==> src/rtl/scan_pkg.sv <==
// Shared definitions for the truth-table scanner.
//   scan_state_e  : scanner FSM state encoding
//   ExpectDefault : reference capture table for the 3-input/2-output cell
//   CntWidth      : settle counter width (covers SETTLE up to 15)
package scan_pkg;

  typedef enum logic [1:0] {
    StIdle,
    StDrive,
    StSample,
    StDone
  } scan_state_e;

  localparam logic [15:0] ExpectDefault = 16'h85D8;
  localparam int unsigned CntWidth      = 4;

endpackage

==> src/rtl/settle_counter.sv <==
// Settle counter for the truth-table scanner.
//   clk, rst : clock and asynchronous active-high reset
//   load     : clear the count to zero (has priority over enable)
//   enable   : increment the count
//   tc       : terminal count, high while the count equals SETTLE-1
module settle_counter
  import scan_pkg::*;
#(
  parameter int unsigned SETTLE = 2
) (
  input  logic clk,
  input  logic rst,
  input  logic load,
  input  logic enable,
  output logic tc
);

  logic [CntWidth-1:0] cnt_q, cnt_d;

  always_comb begin
    cnt_d = cnt_q;
    if (load) begin
      cnt_d = '0;
    end else if (enable) begin
      cnt_d = cnt_q + 1'b1;
    end
  end

  always_ff @(posedge clk or posedge rst) begin
    if (rst) begin
      cnt_q <= '0;
    end else begin
      cnt_q <= cnt_d;
    end
  end

  assign tc = (cnt_q == CntWidth'(SETTLE - 1));

endmodule

==> src/rtl/truth_table_scanner.sv <==
// Truth-table scanner: steps a 3-input cell through all eight input vectors,
// holds each for SETTLE cycles, samples the two responses and compares the
// assembled 16-bit table against EXPECT.
//   clk, rst     : clock and asynchronous active-high reset
//   start        : launch a scan (only honoured in idle)
//   A, B, C      : registered stimulus, {A,B,C} = current vector index
//   X, Y         : cell responses, captured once per vector
//   busy         : scan in progress (drive or sample)
//   done         : one-cycle pulse when the scan completes
//   result_table : captured responses, bits [2i+1:2i] = {Y,X} for vector i
//   mismatch     : completed table differs from EXPECT
module truth_table_scanner
  import scan_pkg::*;
#(
  parameter int unsigned SETTLE = 2,
  parameter logic [15:0] EXPECT = ExpectDefault
) (
  input  logic        clk,
  input  logic        rst,
  input  logic        start,
  output logic        A,
  output logic        B,
  output logic        C,
  input  logic        X,
  input  logic        Y,
  output logic        busy,
  output logic        done,
  output logic [15:0] result_table,
  output logic        mismatch
);

  scan_state_e state_q, state_d;
  logic [2:0]  idx_q, idx_d;
  logic [15:0] table_q, table_d;
  logic        mismatch_q, mismatch_d;
  logic        cnt_load, cnt_en, cnt_tc;

  settle_counter #(
    .SETTLE (SETTLE)
  ) u_settle_counter (
    .clk    (clk),
    .rst    (rst),
    .load   (cnt_load),
    .enable (cnt_en),
    .tc     (cnt_tc)
  );

  always_comb begin
    state_d    = state_q;
    idx_d      = idx_q;
    table_d    = table_q;
    mismatch_d = mismatch_q;
    cnt_load   = 1'b0;
    cnt_en     = 1'b0;
    unique case (state_q)
      StIdle: begin
        if (start) begin
          state_d    = StDrive;
          idx_d      = 3'd0;
          cnt_load   = 1'b1;
          table_d    = '0;
          mismatch_d = 1'b0;
        end
      end
      StDrive: begin
        cnt_en = 1'b1;
        if (cnt_tc) begin
          state_d = StSample;
        end
      end
      StSample: begin
        table_d[{idx_q, 1'b0} +: 2] = {Y, X};
        if (idx_q == 3'd7) begin
          idx_d      = 3'd0;
          state_d    = StDone;
          // Compare the table including the capture made on this same edge.
          mismatch_d = (table_d != EXPECT);
        end else begin
          idx_d    = idx_q + 3'd1;
          cnt_load = 1'b1;
          state_d  = StDrive;
        end
      end
      StDone: begin
        state_d = StIdle;
      end
      default: begin
        state_d = StIdle;
      end
    endcase
  end

  always_ff @(posedge clk or posedge rst) begin
    if (rst) begin
      state_q    <= StIdle;
      idx_q      <= 3'd0;
      table_q    <= '0;
      mismatch_q <= 1'b0;
    end else begin
      state_q    <= state_d;
      idx_q      <= idx_d;
      table_q    <= table_d;
      mismatch_q <= mismatch_d;
    end
  end

  // Stimulus is the index register itself, so it only moves on drive entry
  // (and back to zero when the scan wraps into done).
  assign {A, B, C}    = idx_q;
  assign busy         = (state_q == StDrive) || (state_q == StSample);
  assign done         = (state_q == StDone);
  assign result_table = table_q;
  assign mismatch     = mismatch_q;

endmodule
==> config.mk <==
export PLATFORM = sky130hd
export DESIGN_NAME = truth_table_scanner
export DESIGN_NICKNAME = d
export VERILOG_FILES = /design/src/rtl/scan_pkg.sv /design/src/rtl/settle_counter.sv /design/src/rtl/truth_table_scanner.sv
export SDC_FILE = /design/constraint.sdc
export NUM_CORES = 1
export LEC_CHECK = 0
export ABC_CLOCK_PERIOD_IN_PS = 4950
export BUFFER_PORTS_ARGS = -buffer_cell sky130_fd_sc_hd__clkbuf_2
export CAP_MARGIN = 40
export CORE_MARGIN = 5
export CORE_UTILIZATION = 50
export CTS_CLUSTER_SIZE = 25
export DETAILED_ROUTE_END_ITERATION = 10
export GPL_TIMING_DRIVEN = 0
export PLACE_DENSITY = 0.79
export RECOVER_POWER = 25
export SYNTH_ARGS = -nofsm -noshare
export SYNTH_HDL_FRONTEND = slang
export SYNTH_SLANG_ARGS = --single-unit
==> constraint.sdc <==
create_clock -name clk -period 4.95 [get_ports clk]
set_clock_uncertainty 0.2 [all_clocks]
set_input_delay 1.485 -clock clk [delete_from_list [all_inputs] [get_ports clk]]
set_output_delay 1.485 -clock clk [all_outputs]
set_load 0.02 [all_outputs]
# [Word-level counts from Yosys, hierarchy flattened]
# Cells that the tools add are included.
[word_totals] out_inout_bits=22 ff_bits=26 word_cells=45 inputBits=5
[classes] reduce_logical=7 addsub=3 n_mux=19 shifts=2 eq_ne=9
[op_table] cell="$pmux W16 S2" count=1
[op_table] cell="$bwmux W16" count=1
[op_table] cell="$mux W16" count=1
[op_table] cell="$ne A16 B16 Y1 const B" count=1
[op_table] cell="$shift A2 B6 Y16 const A" count=1
[op_table] cell="$shiftx A2 B6 Y16" count=1
[op_table] cell="$mux W4" count=2
[op_table] cell="$pmux W2 S4" count=1
[op_table] cell="$mux W2" count=3
[op_table] cell="$mux W3" count=2
[op_table] cell="$ne A2 B2 Y1 const B" count=3
[op_table] cell="$neg A4 Y6" count=1
[op_table] cell="$pmux W3 S2" count=1
[op_table] cell="$mux W1" count=5
[op_table] cell="$add A4 B1 Y4 const B" count=1
[op_table] cell="$eq A2 B2 Y1 const B" count=2
[op_table] cell="$eq A4 B1 Y1 const B" count=1
[op_table] cell="$pmux W1 S2" count=2
[op_table] cell="$reduce_and A2 Y1" count=2
[op_table] cell="$reduce_bool A2 Y1" count=2
[op_table] cell="$add A3 B1 Y3 const B" count=1
[op_table] cell="$eq A3 B3 Y1 const B" count=1
[op_table] cell="$reduce_and A3 Y1" count=1
[op_table] cell="$eq A2 B1 Y1 const B" count=1
[op_table] cell="other kinds (2)" count=2

# [Logic depth before layout (Yosys ltp)]
# Gate-level depths: netlist of the first run.
[depth] word_depth=6 mapped_depth=9 ltp_nobuf=8

# [By module]
# From an unflattened synthesis of the first run, not the netlist that was laid out.
[hier_totals] cells_unflattened=182 area_unflattened_um2=1724.2
[modules_own_cells] mod="truth_table_scanner" instances=1 area_each_um2=1506.4 cells_each=162 seq_area_each_um2=550.5
[modules_own_cells] mod="settle_counter" instances=1 area_each_um2=217.7 cells_each=20 seq_area_each_um2=100.1

# [Worst setup path before layout of the first run]
# OpenSTA, ideal clock, no wires.
[synth_timing] kind="flip-flop to flip-flop" from="reg idx_q[0]" to="reg mismatch_q, in the netlist mismatch" required_time_ns=4.626 slack_ns=1.562 synth_period_minus_slack_ns=3.388 path_stages_with_launch=10 path_buffers=1 arrival_time_ns=3.064 setup_time_ns=0.124 cell_sequence="dfrtp_1 inv_1 ha_1 ha_1 or4b_1 clkbuf_2 or3b_1 a2111oi_2 o2111ai_1 o31a_1"
[synth_between] elab_chain_cells=6 word_cells_on_any_way=10 cone_classes="add/sub (1); eq/ne (3); shift (2); mux (3); reduce/logical (1)"
[synth_rtl] item="start: declaration" line="truth_table_scanner.sv:33" text="logic [2:0] idx_q, idx_d;"
[synth_rtl] item="start signal: assignment" line="truth_table_scanner.sv:101" text="idx_q <= idx_d;"
[synth_rtl] item="$neg A4 Y6" line="truth_table_scanner.sv:72" text="table_d[{idx_q, 1'b0} +: 2] = {Y, X};"
[synth_rtl] item="$shiftx A2 B6 Y16 or $shift A2 B6 Y16 (tied branches)" line="truth_table_scanner.sv:72"
[synth_rtl] item="$bwmux W16" line="truth_table_scanner.sv:72"
[synth_rtl] item="$ne A16 B16 Y1" line="truth_table_scanner.sv:77" text="mismatch_d = (table_d != EXPECT);"
[synth_rtl] item="$mux W1" line="truth_table_scanner.sv:73" text="if (idx_q == 3'd7) begin"
[synth_rtl] item="$pmux W1 S2" line="truth_table_scanner.sv:55" text="unique case (state_q)"
[synth_rtl] item="end signal: assignment" line="truth_table_scanner.sv:103" text="mismatch_q <= mismatch_d;"
[synth_rtl] item="end: declaration" line="truth_table_scanner.sv:35" text="logic mismatch_q, mismatch_d;"
# Several ways; a longest one is shown, not always the timed one. The select of a mux whose other input is x is not followed.
# A chain may end at the register's enable or synchronous reset.

# [Worst setup path after layout of the first run]
# Ends and elaborated chain as after synthesis.

==> reports/results.ini, run 1 <==
[timing]
hold_slack_ns = 0.348
tns_ns = 0
maxSlewHeadroom = 0.441
tightest_slew_ns = 0.833
setup_slack_ns = 1.37
finalHoldViolations = 0
finalCriticalPeriod_ns = 3.58
fmax_ghz = 0.279
drv_slew = 0
period_share = 0.724
setup_viol = 0
rsz0062_at_grt = false

[pwr]
combPwrFrac = 0.591
ir_drop_v = 0.000425
switching_power_uw = 621
sequentialPowerShare = 0.297
pwr-share-clk = 0.112
p_sw_frac = 0.505
power.density_nw_per_um2 = 586
p_leak_nw = 0.899
fin_total_pwr_mw = 1.23
internal_power_uw = 607

[synth]
synth_edf_count = 0
synthCells = 223
async_reset_ff_frac = 1.00
ys_warn_count = 0
ys.flop_type = dfrtp_1
syn-num-nets = 240
yosys.cell_types.count = 43
syn_avg_cell_area_sq_um = 8.29
yosys_register_bits = 26
synth.cell_area_sq_um = 1850
seq_area_frac_synth = 0.352

[cts]
clk_path_buf_depth = 2
cts.clk_slew.worst_paths_ns = 0.09
clk_latency_ns = 0.27
clock_sinks = 26
cts.repair.resized = 0
postCtsSetupBuffers = 0
root_buffer = clkbuf_8
cts_buffers = 3
tritoncts = yes
htree_levels = 1
cts_hold_buf = 0

[place]
gp_congestion = 0.973
post-place-ws_ns = 1.41
port_buffers = 26
dpl.hpwl_mm = 3.52

[cells_and_area]
final_layout_size_suffix_gt1_frac = 0.154
fin_util = 0.577
diodes = 0
syn2layout_area_growth_pct = 13.5
register_area_sq_um = 651
nFillCells = 360
layout.nets = 272
multi_input_area_sq_um = 1110
layout_common_cells = 27 x o21ai_0, 27 x clkbuf_2, 26 x dfrtp_1

[routing]
vias_per_cell = 5.83
dr_total_vias = 1761
firstDrtPassIters = 4
drcViolationCount = 0
ant_nets = 0
wl_per_cell_microns = 15.1
drt-initial-drc-count = 148
drt-total-wl_mm = 4.56

[floorplan]
die-area_sq_um = 5010
die_h_microns = 70.8
die_x_microns = 70.8
initial_core_util = 0.509
core_area_sq_um = 3630
io_pins = 27
rows = 22

[worst_hold_path]
worstHoldStart = result_table[7]$_DFFE_PP0P_
hp-class = flop to flop
whs_endpoint = result_table[7]$_DFFE_PP0P_
worstHoldPathCells = 2

[critical_path]
reg2reg_from = idx_q[0]$_DFFE_PP0P_
crit_type = flop to flop
start_kind = flop
path_max_fanout = 9
r2r_end = mismatch$_DFFE_PP0P_
crit_arrival_ns = 3.54
r2r_setup_slack_ns = 1.37
critPathCaptureType = flop
crit_required_ns = 4.91
worstRegToRegCells = 9

[global_routing]
antenna_found_initial = 0
grt_max_degree = 15
grt_usage = 0.193
grt_pass1_wl_mm = 7.99
grt_pass1_vias = 1731
overflow = 0

[job]
drv_cap = 0

[run_status]
outcome = finished, final reports clean

-- stage by stage --
step | instance area, sq um | cells
after floorplan | 1850 | 223
after global placement | 2040 | 297
after detailed placement | 2070 | 298
after CTS | 2120 | 302
after global routing | 2100 | 302
final | 2100 | 302
-- logic make-up (layout without fill, tap and decap cells) --
logic type	count (synthesis)	count (layout)	share of synthesized area
and+or+nand+nor	81	81	0.225
adders and majority gates	12	12	0.0812
DFF	26	26	0.352
AOI/OAI and AO/OA	69	69	0.232
xor gates and xnor gates	3	3	0.0142
buffers and inverters	24	55	0.0494
muxes	8	8	0.0454
-- power by group through the flow --
stage,clock network [mW],logic (mW),registers (mW)
after floorplan,0,0.470,0.415
final,0.137,0.726,0.365
after global placement,0,0.696,0.365
after global routing,0.153,0.808,0.381
after detailed placement,0,0.722,0.368
after CTS,0.142,0.729,0.363
-- routing by layer --
layer | wire, microns | GRT usage
met5 | 0 | 0
met4 | 52 | 0.0501
met3 | 268 | 0.0341
met2 | 2210 | 0.330
met1 | 2030 | 0.254
-- cell usage after synthesis, types with 2 or more instances --
cell,count,area [sq um]
o21ai_0,27,135
dfrtp_1,26,651
nand2_1,21,78.8
a21oi_1,18,90.1
nor2_1,17,63.8
ha_1,12,150
inv_1,12,45.0
clkbuf_1,9,33.8
a22oi_1,8,60.1
nand3_1,7,35.0
nor3_1,7,35.0
mux2i_1,5,50.1
nand2b_1,5,31.3
nor2b_1,4,25.0
nor4_1,4,25.0
a221o_1,3,30.0
and3_1,3,18.8
mux2_2,3,33.8
a21o_1,2,15.0
a2bb2oi_1,2,17.5
buf_1,2,7.51
nand3b_1,2,15.0
o221ai_1,2,17.5
or2_2,2,12.5
xor2_1,2,17.5
-- area by class of cell --
type	instances	area share
buffer	12	0.0221
clock buffer	4	0.0263
multi-input combinational	173	0.527
tap	48	0.0286
timing repair buffer	27	0.0638
sequential	26	0.310
inverter	12	0.0215
-- worst max path at each step --
stage | startpoint | end | slack [ns]
final | idx_q[0]$_DFFE_PP0P_ | mismatch$_DFFE_PP0P_ | 1.37
after global routing | idx_q[0]$_DFFE_PP0P_ | mismatch$_DFFE_PP0P_ | 1.20
after CTS | idx_q[0]$_DFFE_PP0P_ | mismatch$_DFFE_PP0P_ | 1.36
after detailed placement | idx_q[0]$_DFFE_PP0P_ | mismatch$_DFFE_PP0P_ | 1.41
after global placement | idx_q[0]$_DFFE_PP0P_ | mismatch$_DFFE_PP0P_ | 1.46
after floorplan | idx_q[0]$_DFFE_PP0P_ | mismatch$_DFFE_PP0P_ | 1.56
-- worst max-delay path, stage by stage (launching register included) --
cell and delay (ns):
dfrtp_1 0.49, inv_1 0.19, ha_1 0.25, ha_1 0.37, or4b_1 0.55, clkbuf_2 0.18, or3b_1 0.40, a2111oi_2 0.38
o2111ai_1 0.16, o31a_1 0.32
-- registers in the layout (all words and copies together) (netlist names) --
register,count
idx_q,3
mismatch,1
result_table,16
state_q,2
u_settle_counter.cnt_q,4
Power figures use the tool's default switching activity.
==> run 2, diff against run 1 <==
--- a/config.mk
+++ b/config.mk
@@ -5,7 +5,7 @@
 export SDC_FILE = /design/constraint.sdc
 export NUM_CORES = 1
 export LEC_CHECK = 0
-export ABC_CLOCK_PERIOD_IN_PS = 4950
+export ABC_CLOCK_PERIOD_IN_PS = 3700
 export BUFFER_PORTS_ARGS = -buffer_cell sky130_fd_sc_hd__clkbuf_2
 export CAP_MARGIN = 40
 export CORE_MARGIN = 5
==> constraint.sdc (replaced) <==
create_clock -name clk -period 3.7 [get_ports clk]
set_clock_uncertainty 0.2 [all_clocks]
set_input_delay 1.11 -clock clk [delete_from_list [all_inputs] [get_ports clk]]
set_output_delay 1.11 -clock clk [all_outputs]
set_load 0.02 [all_outputs]
==> reports/results.ini, run 2 (synthesized netlist as in run 1, its figures left out) <==
[timing]
rsz0062_at_grt = false
period_share = 0.947  ; +0.223
tns_ns = 0  ; unchanged
maxSlewHeadroom = 0.441  ; unchanged
tightest_slew_ns = 0.833  ; unchanged
drv_slew = 0  ; unchanged
finalHoldViolations = 0  ; unchanged
hold_slack_ns = 0.348  ; unchanged
setup_slack_ns = 0.196  ; -1.17 ns
setup_viol = 0  ; unchanged
fmax_ghz = 0.285  ; +2.3%
finalCriticalPeriod_ns = 3.50  ; -0.0794 ns

[place]
dpl.hpwl_mm = 3.52  ; unchanged
gp_congestion = 0.973  ; unchanged
dp_cells = 298  ; unchanged
port_buffers = 26  ; unchanged
post-place-ws_ns = 0.160  ; -1.25 ns

[cts]
htree_levels = 1  ; unchanged
root_buffer = clkbuf_8
cts.clk_slew.worst_paths_ns = 0.09  ; about the same
clock_sinks = 26  ; unchanged
postCtsSetupBuffers = 0  ; unchanged
clk_path_buf_depth = 2  ; unchanged
cts_hold_buf = 0  ; unchanged
cts.repair.resized = 0  ; unchanged
tritoncts = yes
cts_buffers = 3  ; unchanged
clk_latency_ns = 0.27  ; about the same

[pwr]
p_leak_nw = 0.898  ; -0.13%
ir_drop_v = 0.000569  ; +34%
power.density_nw_per_um2 = 784  ; +34%

[critical_path]
crit_arrival_ns = 3.46  ; -0.08 ns
path_max_fanout = 9  ; unchanged
start_kind = flop
critPathCaptureType = flop
crit_type = flop to flop
crit_required_ns = 3.66  ; -1.25 ns

[global_routing]
busiest_layer = met2
overflow = 0  ; unchanged
gr-usage-met1 = 0.254  ; unchanged
grt_pass1_vias = 1731  ; unchanged
met3_usage = 0.0341  ; unchanged
use_met2 = 0.330  ; unchanged
grt_max_degree = 15  ; unchanged
grt_pass1_wl_mm = 7.99  ; unchanged
antenna_found_initial = 0  ; unchanged
grt_usage = 0.193  ; unchanged

[cells_and_area]
layout.nets = 272  ; unchanged
largest_register_ffs = 16  ; unchanged
final_layout_size_suffix_gt1_frac = 0.157  ; +0.00394
nFillCells = 360  ; unchanged
diodes = 0  ; unchanged
layout_common_cells = 27 x o21ai_0, 27 x clkbuf_2, 25 x dfrtp_1
instances_no_fill = 302  ; unchanged
fin_util = 0.577  ; about the same
syn2layout_area_growth_pct = 13.5  ; about the same

[floorplan]
initial_core_util = 0.509  ; unchanged
die-area_sq_um = 5010  ; unchanged
die_x_microns = 70.8  ; unchanged
die_h_microns = 70.8  ; unchanged
rows = 22  ; unchanged
core_area_sq_um = 3630  ; unchanged
io_pins = 27  ; unchanged

[routing]
dr_total_vias = 1761  ; unchanged
drt-total-wl_mm = 4.56  ; unchanged
drcViolationCount = 0  ; unchanged
drt-initial-drc-count = 148  ; unchanged
wl_per_cell_microns = 15.1  ; unchanged
firstDrtPassIters = 4  ; unchanged
ant_nets = 0  ; unchanged
vias_per_cell = 5.83  ; unchanged

[job]
drv_cap = 0  ; unchanged

[run_status]
outcome = finished, final reports clean

[worst_hold_path]
hp-class = flop to flop

==> run 2: metrics by stage <==
step                      power (mW)  cell area [sq um]
final                           1.64               2100
after global routing            1.80               2100
after CTS                       1.65               2120
after detailed placement        1.46               2070
after global placement          1.42               2040
after floorplan                 1.18               1850
==> run 2: critical path, stage by stage, from the launching register on <==
cell and delay (ns):
dfrtp_2 0.47, inv_1 0.21, ha_1 0.23, ha_1 0.31, or4b_1 0.55, clkbuf_2 0.18, or3b_1 0.40, a2111oi_2 0.38
o2111ai_1 0.16, o31a_1 0.32
==> run 2: cell type report <==
type                    instances  area, sq um  area share
multi-input cells             173         1110       0.527
flip-flops and latches         26          652       0.311
repair buffers                 27          134      0.0638
well taps                      48         60.1      0.0286
clock buffers                   4         55.1      0.0262
plain buffers                  12         46.3      0.0221
inverters                      12         45.0      0.0215
==> run 2: path summary, 6_finish.rpt <==
check | startpoint | end | slack, ns | cells after the start
setup reg to reg | idx_q[0]$_DFFE_PP0P_ | mismatch$_DFFE_PP0P_ | 0.20 | 9
hold reg to reg | result_table[7]$_DFFE_PP0P_ | result_table[7]$_DFFE_PP0P_ | 0.35 | 2
max in group asynchronous | rst | idx_q[0]$_DFFE_PP0P_ | 1.56 | 3
hold / removal | result_table[7]$_DFFE_PP0P_ | result_table[7]$_DFFE_PP0P_ | 0.35 | 2
setup / recovery | idx_q[0]$_DFFE_PP0P_ | mismatch$_DFFE_PP0P_ | 0.20 | 9
min in group asynchronous | rst | result_table[12]$_DFFE_PP0P_ | 0.61 | 2
==> run 2: routing by layer <==
| layer | vias to the layer above | routed length [microns] |
|---|---|---|
| met1 | 825 | 2030 |
| li1 | 872 | - |
| met2 | 56 | 2210 |
| met5 | - | 0 |
| met3 | 8 | 268 |
| met4 | 0 | 52 |
==> run 2: where the power goes <==
part	leakage, nW	switching, mW	internal, mW	total, mW
logic	0.518	0.631	0.340	0.972
registers	0.351	0.111	0.378	0.489
clock network	0.0288	0.0888	0.0951	0.184
total	0.898	0.831	0.814	1.64
